### src/rtl/mem_stage_if.sv
// mem_stage_if: data-RAM request/acknowledge bus between the MEM stage and the data RAM.
//
// Handshake: the master raises dram_req together with dram_wr, dram_addr, dram_wstrb
// and dram_wdata, and holds all of them stable until it samples dram_ack high on a
// rising clock edge. The slave may assert dram_ack in any cycle in which dram_req is
// high. The acknowledge completes the access in that cycle. For reads, dram_rdata must
// be valid in the same cycle as dram_ack. dram_ack is ignored while dram_req is low.
// A request may be withdrawn without an acknowledge only by reset.
interface mem_stage_if #(
    parameter int ADDR_W = 32
);
    logic              dram_req;
    logic              dram_wr;
    logic [ADDR_W-1:0] dram_addr;
    logic [3:0]        dram_wstrb;
    logic [31:0]       dram_wdata;
    logic              dram_ack;
    logic [31:0]       dram_rdata;

    modport master (
        output dram_req,
        output dram_wr,
        output dram_addr,
        output dram_wstrb,
        output dram_wdata,
        input  dram_ack,
        input  dram_rdata
    );

    modport slave (
        input  dram_req,
        input  dram_wr,
        input  dram_addr,
        input  dram_wstrb,
        input  dram_wdata,
        output dram_ack,
        output dram_rdata
    );
endinterface

### src/rtl/mem_stage.sv
// mem_stage: memory-access pipeline stage.
// Takes the EX/MEM entry and runs one data-RAM access per memory instruction.
// Handles store lane alignment and load extension, and owns the LL/SC link bit.
// Registers the MEM/WB result. Holds the upstream stage with mem_stall while an
// access is outstanding.
module mem_stage #(
    parameter int ADDR_W = 32
) (
    input  logic        cpu_clk,
    input  logic        cpu_rst,
    input  logic        valid_in,
    input  logic [4:0]  wR_in,
    input  logic [31:0] pc4_in,
    input  logic [31:0] alu_C_in,
    input  logic [31:0] rD2_in,
    input  logic [31:0] ext_in,
    input  logic        rf_we_in,
    input  logic [1:0]  wd_sel_in,
    input  logic [3:0]  ram_we_in,
    input  logic [2:0]  ram_ext_op_in,
    input  logic        ll_in,
    input  logic        sc_in,
    input  logic        llbit_clr,
    mem_stage_if.master dram,
    output logic        mem_stall,
    output logic        addr_err,
    output logic        valid_out,
    output logic [4:0]  wR_out,
    output logic        rf_we_out,
    output logic [31:0] wd_out,
    output logic [0:0]  dbg_state_o,
    output logic        dbg_llbit_o
);

    localparam logic [0:0] IDLE = 1'b0;
    localparam logic [0:0] REQ  = 1'b1;

    localparam logic [2:0] OP_LB  = 3'b001;
    localparam logic [2:0] OP_LBU = 3'b010;
    localparam logic [2:0] OP_LH  = 3'b011;
    localparam logic [2:0] OP_LHU = 3'b100;
    localparam logic [2:0] OP_LW  = 3'b101;

    localparam logic [1:0] SEL_ALU = 2'b00;
    localparam logic [1:0] SEL_MEM = 2'b01;
    localparam logic [1:0] SEL_PC4 = 2'b10;
    localparam logic [1:0] SEL_EXT = 2'b11;

    logic [0:0]  state_q, state_d;
    logic        llbit_q, llbit_d;

    // MEM/WB result registers
    logic        valid_out_q, valid_out_d;
    logic [4:0]  wR_out_q, wR_out_d;
    logic        rf_we_out_q, rf_we_out_d;
    logic [31:0] wd_out_q, wd_out_d;
    logic        addr_err_q, addr_err_d;

    // Entry fields captured when an access starts, used for the whole REQ phase
    logic [31:0] alu_c_q;
    logic [31:0] pc4_q;
    logic [31:0] ext_q;
    logic [4:0]  wr_q;
    logic        rf_we_q;
    logic [1:0]  wd_sel_q;
    logic [2:0]  ext_op_q;
    logic        wr_en_q;
    logic [3:0]  wstrb_q;
    logic [31:0] wdata_q;
    logic        ll_q;
    logic        sc_q;

    logic        is_mem, is_half, is_word, misaligned, sc_fail, go_req, done;
    logic [3:0]  wstrb_d;
    logic [31:0] wdata_d;
    logic [31:0] pass_wd;
    logic [7:0]  ld_byte;
    logic [15:0] ld_half;
    logic [31:0] ld_data;
    logic [31:0] done_wd;

    // Classify the incoming entry and decide whether it needs a bus access
    always_comb begin
        is_mem     = valid_in && (ram_we_in != 4'b0000 || ram_ext_op_in != 3'b000);
        is_half    = (ram_we_in == 4'b0011) || (ram_ext_op_in == OP_LH) || (ram_ext_op_in == OP_LHU);
        is_word    = (ram_we_in == 4'b1111) || (ram_ext_op_in == OP_LW);
        misaligned = is_mem && ((is_half && alu_C_in[0]) || (is_word && (alu_C_in[1:0] != 2'b00)));
        sc_fail    = valid_in && sc_in && !llbit_q;
        go_req     = (state_q == IDLE) && is_mem && !misaligned && !sc_fail;
        done       = (state_q == REQ) && dram.dram_ack;
    end

    // Store lane placement: strobes shifted to the byte offset, data replicated per size
    always_comb begin
        wstrb_d = ram_we_in << alu_C_in[1:0];
        case (ram_we_in)
            4'b0001: wdata_d = {4{rD2_in[7:0]}};
            4'b0011: wdata_d = {2{rD2_in[15:0]}};
            default: wdata_d = rD2_in;
        endcase
    end

    // Write-back value for entries that complete without a bus access
    always_comb begin
        case (wd_sel_in)
            SEL_ALU: pass_wd = alu_C_in;
            SEL_PC4: pass_wd = pc4_in;
            SEL_EXT: pass_wd = ext_in;
            default: pass_wd = 32'h0;
        endcase
        if (sc_fail && !misaligned) begin
            pass_wd = 32'h0;
        end
    end

    // Load lane selection and extension from the captured address and op
    always_comb begin
        case (alu_c_q[1:0])
            2'b00:   ld_byte = dram.dram_rdata[7:0];
            2'b01:   ld_byte = dram.dram_rdata[15:8];
            2'b10:   ld_byte = dram.dram_rdata[23:16];
            default: ld_byte = dram.dram_rdata[31:24];
        endcase
        ld_half = alu_c_q[1] ? dram.dram_rdata[31:16] : dram.dram_rdata[15:0];
        case (ext_op_q)
            OP_LB:   ld_data = {{24{ld_byte[7]}}, ld_byte};
            OP_LBU:  ld_data = {24'h0, ld_byte};
            OP_LH:   ld_data = {{16{ld_half[15]}}, ld_half};
            OP_LHU:  ld_data = {16'h0, ld_half};
            OP_LW:   ld_data = dram.dram_rdata;
            default: ld_data = 32'h0;
        endcase
    end

    // Write-back value for an access completing on acknowledge; a successful SC returns 1
    always_comb begin
        case (wd_sel_q)
            SEL_ALU: done_wd = alu_c_q;
            SEL_MEM: done_wd = ld_data;
            SEL_PC4: done_wd = pc4_q;
            default: done_wd = ext_q;
        endcase
        if (sc_q) begin
            done_wd = 32'h1;
        end
    end

    // Next state: leave IDLE on an accepted access, return on acknowledge
    always_comb begin
        state_d = state_q;
        case (state_q)
            IDLE:    if (go_req) state_d = REQ;
            REQ:     if (dram.dram_ack) state_d = IDLE;
            default: state_d = IDLE;
        endcase
    end

    // Next MEM/WB contents: one-cycle pass, bubble while waiting, result on acknowledge
    always_comb begin
        valid_out_d = 1'b0;
        wR_out_d    = wR_out_q;
        rf_we_out_d = 1'b0;
        wd_out_d    = wd_out_q;
        addr_err_d  = 1'b0;
        if (state_q == IDLE) begin
            if (!go_req) begin
                valid_out_d = valid_in;
                wR_out_d    = wR_in;
                rf_we_out_d = valid_in && rf_we_in && !misaligned;
                wd_out_d    = pass_wd;
                addr_err_d  = misaligned;
            end
        end else if (done) begin
            valid_out_d = 1'b1;
            wR_out_d    = wr_q;
            rf_we_out_d = rf_we_q;
            wd_out_d    = done_wd;
        end
    end

    // Link bit: clear request wins over an LL completing in the same cycle
    always_comb begin
        llbit_d = llbit_q;
        if (llbit_clr) begin
            llbit_d = 1'b0;
        end else if (done && ll_q) begin
            llbit_d = 1'b1;
        end else if (done && sc_q) begin
            llbit_d = 1'b0;
        end else if ((state_q == IDLE) && valid_in && sc_in && !go_req) begin
            llbit_d = 1'b0;
        end
    end

    // State, link bit and MEM/WB registers
    always_ff @(posedge cpu_clk or posedge cpu_rst) begin
        if (cpu_rst) begin
            state_q     <= IDLE;
            llbit_q     <= 1'b0;
            valid_out_q <= 1'b0;
            wR_out_q    <= 5'h0;
            rf_we_out_q <= 1'b0;
            wd_out_q    <= 32'h0;
            addr_err_q  <= 1'b0;
        end else begin
            state_q     <= state_d;
            llbit_q     <= llbit_d;
            valid_out_q <= valid_out_d;
            wR_out_q    <= wR_out_d;
            rf_we_out_q <= rf_we_out_d;
            wd_out_q    <= wd_out_d;
            addr_err_q  <= addr_err_d;
        end
    end

    // Capture the entry when an access starts so the bus stays stable during REQ
    always_ff @(posedge cpu_clk or posedge cpu_rst) begin
        if (cpu_rst) begin
            alu_c_q  <= 32'h0;
            pc4_q    <= 32'h0;
            ext_q    <= 32'h0;
            wr_q     <= 5'h0;
            rf_we_q  <= 1'b0;
            wd_sel_q <= 2'b00;
            ext_op_q <= 3'b000;
            wr_en_q  <= 1'b0;
            wstrb_q  <= 4'h0;
            wdata_q  <= 32'h0;
            ll_q     <= 1'b0;
            sc_q     <= 1'b0;
        end else if (go_req) begin
            alu_c_q  <= alu_C_in;
            pc4_q    <= pc4_in;
            ext_q    <= ext_in;
            wr_q     <= wR_in;
            rf_we_q  <= rf_we_in;
            wd_sel_q <= wd_sel_in;
            ext_op_q <= ram_ext_op_in;
            wr_en_q  <= (ram_we_in != 4'b0000);
            wstrb_q  <= wstrb_d;
            wdata_q  <= wdata_d;
            ll_q     <= ll_in;
            sc_q     <= sc_in;
        end
    end

    // Bus and stall outputs; the request drops as soon as reset clears the state
    always_comb begin
        dram.dram_req   = (state_q == REQ);
        dram.dram_wr    = wr_en_q;
        dram.dram_addr  = {alu_c_q[ADDR_W-1:2], 2'b00};
        dram.dram_wstrb = wstrb_q;
        dram.dram_wdata = wdata_q;
        mem_stall       = !cpu_rst && (go_req || ((state_q == REQ) && !dram.dram_ack));
    end

    assign valid_out   = valid_out_q;
    assign wR_out      = wR_out_q;
    assign rf_we_out   = rf_we_out_q;
    assign wd_out      = wd_out_q;
    assign addr_err    = addr_err_q;
    assign dbg_state_o = state_q;
    assign dbg_llbit_o = llbit_q;

endmodule

### src/flat_wrapper.sv
// flat-port wrapper written by rule: the top's interface ports become plain ports
module mem_stage_flat 
#(
    parameter int ADDR_W = 32
)
  (cpu_clk, cpu_rst, valid_in, wR_in, pc4_in, alu_C_in, rD2_in, ext_in, rf_we_in, wd_sel_in, ram_we_in, ram_ext_op_in, ll_in, sc_in, llbit_clr, mem_stall, addr_err, valid_out, wR_out, rf_we_out, wd_out, dbg_state_o, dbg_llbit_o, dram_dram_req, dram_dram_wr, dram_dram_addr, dram_dram_wstrb, dram_dram_wdata, dram_dram_ack, dram_dram_rdata);
  mem_stage_if #(.ADDR_W(ADDR_W)) dram_i ();
  input  logic cpu_clk;
  input  logic cpu_rst;
  input  logic valid_in;
  input  logic [4:0] wR_in;
  input  logic [31:0] pc4_in;
  input  logic [31:0] alu_C_in;
  input  logic [31:0] rD2_in;
  input  logic [31:0] ext_in;
  input  logic rf_we_in;
  input  logic [1:0] wd_sel_in;
  input  logic [3:0] ram_we_in;
  input  logic [2:0] ram_ext_op_in;
  input  logic ll_in;
  input  logic sc_in;
  input  logic llbit_clr;
  output logic mem_stall;
  output logic addr_err;
  output logic valid_out;
  output logic [4:0] wR_out;
  output logic rf_we_out;
  output logic [31:0] wd_out;
  output logic [0:0] dbg_state_o;
  output logic dbg_llbit_o;
  output wire logic [$bits(dram_i.dram_req)-1:0] dram_dram_req;
  output wire logic [$bits(dram_i.dram_wr)-1:0] dram_dram_wr;
  output wire logic [$bits(dram_i.dram_addr)-1:0] dram_dram_addr;
  output wire logic [$bits(dram_i.dram_wstrb)-1:0] dram_dram_wstrb;
  output wire logic [$bits(dram_i.dram_wdata)-1:0] dram_dram_wdata;
  input wire logic [$bits(dram_i.dram_ack)-1:0] dram_dram_ack;
  input wire logic [$bits(dram_i.dram_rdata)-1:0] dram_dram_rdata;
  assign dram_dram_req = dram_i.dram_req;
  assign dram_dram_wr = dram_i.dram_wr;
  assign dram_dram_addr = dram_i.dram_addr;
  assign dram_dram_wstrb = dram_i.dram_wstrb;
  assign dram_dram_wdata = dram_i.dram_wdata;
  assign dram_i.dram_ack = dram_dram_ack;
  assign dram_i.dram_rdata = dram_dram_rdata;
  mem_stage #(.ADDR_W(ADDR_W)) u_core (.cpu_clk(cpu_clk), .cpu_rst(cpu_rst), .valid_in(valid_in), .wR_in(wR_in), .pc4_in(pc4_in), .alu_C_in(alu_C_in), .rD2_in(rD2_in), .ext_in(ext_in), .rf_we_in(rf_we_in), .wd_sel_in(wd_sel_in), .ram_we_in(ram_we_in), .ram_ext_op_in(ram_ext_op_in), .ll_in(ll_in), .sc_in(sc_in), .llbit_clr(llbit_clr), .dram(dram_i), .mem_stall(mem_stall), .addr_err(addr_err), .valid_out(valid_out), .wR_out(wR_out), .rf_we_out(rf_we_out), .wd_out(wd_out), .dbg_state_o(dbg_state_o), .dbg_llbit_o(dbg_llbit_o));
endmodule
### config.mk
export PLATFORM = sky130hd
export DESIGN_NAME = mem_stage_flat
export DESIGN_NICKNAME = d
export VERILOG_FILES = /design/src/rtl/mem_stage_if.sv /design/src/rtl/mem_stage.sv /design/src/flat_wrapper.sv
export SDC_FILE = /design/constraint.sdc
export NUM_CORES = 1
export LEC_CHECK = 0
export ABC_AREA = 1
export CORE_UTILIZATION = 45
export CTS_BUF_LIST = sky130_fd_sc_hd__clkbuf_8
export DETAILED_ROUTE_END_ITERATION = 7
export PLACE_DENSITY = 0.75
export SLEW_MARGIN = 20
export SYNTH_ARGS = -nofsm -noshare
export SYNTH_HDL_FRONTEND = slang
export SYNTH_SLANG_ARGS = --single-unit
### constraint.sdc
create_clock -name cpu_clk -period 8.6 [get_ports cpu_clk]
set_input_delay 2.58 -clock cpu_clk [delete_from_list [all_inputs] [get_ports cpu_clk]]
set_output_delay 2.58 -clock cpu_clk [all_outputs]
set_load 0.02 [all_outputs]
==> results of run 1 <==
-- metrics by stage --
step	worst slack, ps	hold slack, ps	utilization (%)
global placement	1460	462	58.3
detailed placement	1400	464	58.3
CTS	1400	491	60.1
global route	1250	504	60.1
finish	1400	488	60.1
floorplan	906	448	-
-- layer usage --
layer / share of wire, % / vias to the layer above / track usage, % / wire length, um
met5: 0 / - / 0 / 0
met4: 2.4 / 0 / 10.8 / 860
met3: 9.6 / 56 / 6.52 / 3430
met2: 47 / 540 / 48.3 / 16800
met1: 41 / 5041 / 39.7 / 14700
li1: - / 5133 / - / -
-- worst paths after layout --
| kind | start | endpoint | cells after the start |
|---|---|---|---|
| max in group asynchronous | cpu_rst | u_core.dram.dram_wdata[20] | 3 |
| worst min-delay path | u_core.wd_out[16] | u_core.wd_out[16] | 2 |
| worst max-delay path | ram_we_in[2] | mem_stall | 11 |
| worst min register to register | u_core.wd_out[16] | u_core.wd_out[16] | 2 |
| min in group asynchronous | cpu_rst | u_core.dram.dram_wdata[16] | 2 |
| worst max register to register | u_core.dbg_state_o | u_core.ext_op_q[0] | 6 |
-- layout by cell type (no fill, tap or decap), types with 2 or more instances in the layout --
cell             Yosys  routed
clkbuf_8             0      18
o21ai_0             54      54
clkdlybuf4s50_1      0     292
inv_2                2       2
nor2_1              78      74
nor2_2               2       6
o211ai_1             9       9
conb_1               1       2
nand4_1              7       7
dfrtp_1            188     188
nand3_1             88      88
clkinv_4             0       4
inv_6                0       2
nor3_1               3       3
buf_4               51      14
inv_1              124     123
o221ai_1            31      31
a21oi_1             13      13
nand2_2              3       3
o21ai_1             90      90
nand2_1            623     623
a221oi_1            27      27
clkinv_8             0       2
a22oi_1              7       7
inv_8                0       4
-- flip-flops by register name, summed over array words and instances, names as in the netlist, 2 cells and up --
| register | cells |
|---|---|
| u_core.ext_op_q | 3 |
| u_core.wd_sel_q | 2 |
| u_core.wR_out | 5 |
| u_core.ext_q | 32 |
| u_core.wr_q | 5 |
| u_core.dram.dram_wdata | 32 |
| u_core.alu_c_q | 32 |
| u_core.dram.dram_wstrb | 4 |
| u_core.wd_out | 32 |
| u_core.pc4_q | 32 |
-- worst max-delay path: stages --
cell             delay, ps
clkdlybuf4s50_1        500
nor2_4                 190
nand3_2                110
nor2_2                 120
nor2_1                  60
nand2_2                130
nand3_4                100
nand2_2                100
inv_2                   40
nor2_1                  80
clkdlybuf4s50_1        610
-- power breakdown --
group | leakage [nW] | internal [mW] | switching, mW
registers | 2.35 | 1.13 | 0.189
clock network | 0.201 | 0.250 | 0.361
logic | 4.29 | 0.607 | 0.851
-- logic make-up (layout without fill, tap and decap cells) --
group / count (synthesis) / in the layout / share of synthesized area (%)
buf+inv: 247 / 465 / 11.3
compound gates: 236 / 236 / 13.7
other cells: 1 / 3 / 0.0355
flops: 188 / 188 / 44.5
simple gates: 809 / 809 / 30.4
-- layout make-up --
cell class              instances  area, sq um  share of cell area (%)
flip-flops and latches        188         4700                    34.3
multi-input cells            1047         4690                    34.2
well taps                     313          392                    2.85
clock inverters                13          156                    1.14
diodes                          1         2.50                  0.0182
clock buffers                  18          248                    1.81
inverters                     127          487                    3.55
repair buffers                307         3050                    22.2
==> run summary, run 1 <==
Routed WL: 35.8 mm
CTS Buf Count: 17
P_leak: 6.84 nW
R2R Setup Slk: 5660 ps
Final hold vios: 0
Fin area: 0.0137 sq mm
Htree depth: 4
Dpl hpwl: 24.6 mm
WL per Instance: 17.8 um
#FFs+latches synth: 188
Worst skew pair latency: 470 ps
Clk root buf: clkbuf_8
Status: finished clean
Dominant cell type by area after synthesis: dfrtp_1
Bufs on Longest Clock Path: 2
Hold WC Path Type: register to register
DIE AREA: 0.0241 sq mm
Routed via count: 10.8k
Antenna Nets Post-Route: 0
Max VDD drop: 187 uV
Die Span Y: 155 um
Hold-fix buffers, CTS: 0
Ranking of synthesized cells by area: dfrtp_1, nand2_1, inv_1, o21ai_1, nand3_1
Netlist cell types: 34
Setup TNS: 0 ps
Clock-pin slew of the registers on the worst-case setup and hold paths: 110 ps
TritonCTS clock tree: yes
Layout cells sized above 1: 3.76%
Setup Viol. Count Final: 0
RSZ-0062 raised after global routing: false
GP Congestion: 0.913
Core Region: 0.0228 sq mm
CP max FO: 5
Vias per std cell: 5.35
Placed cell area: 0.0133 sq mm
CP Launch Type: primary input
Most frequent cells after synthesis: nand2_1, dfrtp_1, inv_1, o21ai_1, nand3_1
Yosys Warn Count: 0
Crit path kind: primary input to primary output
Dpl cells: 1982
Normalized max-slew margin: 32.7%
Final-report max-slew violation count: 0
Cells after Synth: 1481
Slew @ Worst Pin: 1010 ps
Starting DRT DRC Count: 1175
Starting Density: 46.3%
Post-synth ARST share: 100%
Synth Flop Type: dfrtp_1
Vias in the first global route: 10.3k
Period Utilization, post-route: 83.7%
GR Util All Layers: 30.0%
Fin cells: 2014
Most common cell in the synthesized netlist: nand2_1
CP arrival: 4620 ps
Cell Area, Synth: 0.0106 sq mm
Pwr dens: 247 mW/mm^2
Final Total Pwr: 3.39 mW
Grt total ovfl: 0
Drc violations: 0
# rows: 55
Seq/Total Area, Yosys: 44.5%
Postcts setup bufs: 0
Number of enable flip-flop cells after synthesis: 0
CTS-repair resized insts: 0
Worst EP required: 6020 ps
Fmax: 139 MHz
Initial antenna violation count: 1
First drt pass iteration count: 6
CTS sink count: 188
Largest net degree at the start of global routing: 248
Ports: 295
Area added between synthesis and finish: 29.8%
Final Skew: 18.7 ps
Layout fillers: 2175
Yosys top cell area share: 44.5%
Die width: 155 um
Critical Path Sink Type: primary output
# nets final: 1870
IO buf count: 292
First-pass GRT wire length: 55.7 mm
Min Clock Period, post-route: 7200 ps
Max Cap Violations: 0
Syn Area/Cell: 7.14 sq um
No activity file was read; power rests on OpenSTA's default activity.
==> run 2, diff against run 1 <==
PLACE_DENSITY = 0.78   (was 0.75)
clock period = 6.2 ns   (was 8.6 ns; I/O delays follow)
==> run 2 against run 1 <==
Effect of this change: die area stayed put; highest routed layer unchanged; clock skew is 4.2 ps lower; global-route usage barely moved; largest power group unchanged; combinational power is 38% higher; sequential power rose by 39%; final cell count about the same; critical path depth unchanged; critical path type unchanged.
==> run summary, run 2 (synthesis gave the netlist of run 1 again) <==
Post-route setup slack: 401 ps (-1000 ps)
Bufs on Longest Clock Path: 2 (unchanged)
GR Util All Layers: 30.0% (about the same)
P_leak: 6.83 nW (-0.12%)
Routed WL: 35.6 mm (-0.38%)
WL per Instance: 17.7 um (-0.43%)
First drt pass iteration count: 5 (-1)
Final-report max-slew violation count: 0 (unchanged)
Antenna Nets Post-Route: 0 (unchanged)
Vias in the first global route: 10.5k (+1.9%)
Drc violations: 0 (unchanged)
CTS Buf Count: 17 (unchanged)
Internal power: 2.72 mW (+37%)
Die width: 155 um (unchanged)
Htree depth: 4 (unchanged)
Gate power share: 43.4% (+0.4 points)
Critical Path Sink Type: primary output
Hold-fix buffers, CTS: 0 (unchanged)
Crit path max-delay cell type: clkdlybuf4s50_1
Part of the power in registers: 39.3% (+0.3 points)
Crit path kind: primary input to primary output
Slew @ Worst Pin: 1050 ps (+44.0 ps)
Postcts setup bufs: 0 (unchanged)
IO buf count: 292 (unchanged)
Max VDD drop: 252 uV (+35%)
Area added between synthesis and finish: 29.6%
Pwr dens: 339 mW/mm^2 (+37%)
Fmax: 172 MHz
WP depth: 11 (unchanged)
Setup Viol. Count Final: 0 (unchanged)
First-pass GRT wire length: 55.6 mm (-0.14%)
Initial antenna violation count: 1 (unchanged)
P_sw: 1.93 mW (+38%)
FF-to-FF Start: u_core.dbg_state_o
GP Congestion: 0.934 (+2.3%)
Final hold vios: 0 (unchanged)
Clk root buf: clkbuf_8
Layout cells sized above 1: 3.82% (+0.057 points)
Commonest non-fill, non-tap cell in the layout: nand2_1
Routed via count: 10.8k (+0.11%)
Largest net degree at the start of global routing: 248 (unchanged)
Worst flop-to-flop path endpoint: u_core.alu_c_q[1]
Clock share of power: 17.3% (-0.7 points)
Min Clock Period, post-route: 5800 ps
Starting DRT DRC Count: 848 (-28%)
Placed cell area: 0.0133 sq mm (+0.12%)
Hold Crit Start: u_core.wd_out[4]
Commonest non-fill, non-tap cells in the layout: nand2_1, clkdlybuf4s50_1, dfrtp_1, inv_1, o21ai_1
Delay-heaviest family, CP: buffers and inverters
Crit-path max cell delay: 610 ps (about the same)
Worst hold stages: 2 (unchanged)
Pre-CTS setup slack: 444 ps (-957 ps)
Storage cell area: 0.00470 sq mm (unchanged)
# nets final: 1871 (+0.053%)
CP Launch Type: primary input
Worst EP required: 4340 ps (-1680 ps)
Final Skew: 14.5 ps (-4.18 ps)
Vias per std cell: 5.35 (about the same)
Die Span Y: 155 um (unchanged)
Setup TNS: 0 ps (unchanged)
Fin area: 0.0137 sq mm (-0.12%)
Multi-input gate area: 0.00469 sq mm (unchanged)
Fin Hold WS: 489 ps (+1.28 ps)
Ports: 295 (unchanged)
Status: finished clean
Worst skew pair latency: 470 ps (about the same)
# rows: 55 (unchanged)
Layout fillers: 2075 (-4.6%)
TritonCTS clock tree: yes
Grt total ovfl: 0 (unchanged)
Crit path buffers/inverters: 3 (unchanged)
DIE AREA: 0.0241 sq mm (unchanged)
CTS sink count: 188 (unchanged)
CP arrival: 3940 ps (-680 ps)
CTS-repair resized insts: 0 (unchanged)
Worst Reg2Reg Path Length in Cells: 6 (unchanged)
Dpl hpwl: 24.9 mm (+1.2%)
Normalized max-slew margin: 29.8% (-2.9 points)
RSZ-0062 raised after global routing: false
Cells along the critical path: clkdlybuf4s50_1 -> nor2_4 -> nand3_2 -> nor2_2 -> nor2_1 -> nand2_2 -> nand3_4 -> nand2_2 -> inv_2 -> nor2_1 -> clkdlybuf4s50_1
Clock-pin slew of the registers on the worst-case setup and hold paths: 110 ps (about the same)
Period Utilization, post-route: 93.5%
Core Region: 0.0228 sq mm (unchanged)
R2R Setup Slk: 3410 ps (-2250 ps)
Sw Ratio: 41.5% (+0.23 points)
Sink of the worst hold path: u_core.wd_out[4]
Starting Density: 46.3% (unchanged)
Max Cap Violations: 0 (unchanged)
CP max FO: 5 (unchanged)
Hold WC Path Type: register to register
## run 2: worst max-delay path by stage
stage                      start        end  slack, ps
floorplan           ram_we_in[3]  mem_stall       1230
global placement    ram_we_in[2]  mem_stall        500
detailed placement  ram_we_in[3]  mem_stall        440
CTS                 ram_we_in[3]  mem_stall        430
global route        ram_we_in[2]  mem_stall        280
finish              ram_we_in[3]  mem_stall        400
## run 2: tightest hold or removal path, delay by kind of cell (launching register included)
| family | cells | cell delay [ps] |
|---|---|---|
| simple gates | 2 | 100 |
| flops | 1 | 360 |
## run 2: per-stage QoR
step	util [%]	cells	power (mW)
detailed placement	58.4	1983	3.85
CTS	60.0	2014	4.67
global route	60.0	2015	4.96
finish	60.0	2015	4.65
global placement	58.4	1983	3.82
floorplan	-	1482	3.07
## run 2: area by class of cell
cell class                 count  area share [%]
timing repair buffer         308            22.4
antenna                        1          0.0183
clock inverter                13           0.904
clock buffer                  18            1.81
tap                          313            2.86
sequential                   188            34.3
multi-input combinational   1047            34.2
inverter                     127            3.52
## run 2: power by group through the flow
stage / Combinational [mW] / Clock (mW) / Sequential, mW
floorplan: 1.11 / 0 / 1.96
global placement: 1.99 / 0 / 1.83
detailed placement: 2.01 / 0 / 1.84
CTS: 2.02 / 0.820 / 1.82
global route: 2.22 / 0.866 / 1.87
finish: 2.02 / 0.803 / 1.83
## run 2: per-layer routing
metal,track usage [%],vias up,part of all wire (%)
met5,0,-,0
met1,38.5,5014,41
li1,-,5140,-
met4,14.6,0,4.0
met3,7.38,91,9.1
met2,47.4,537,46
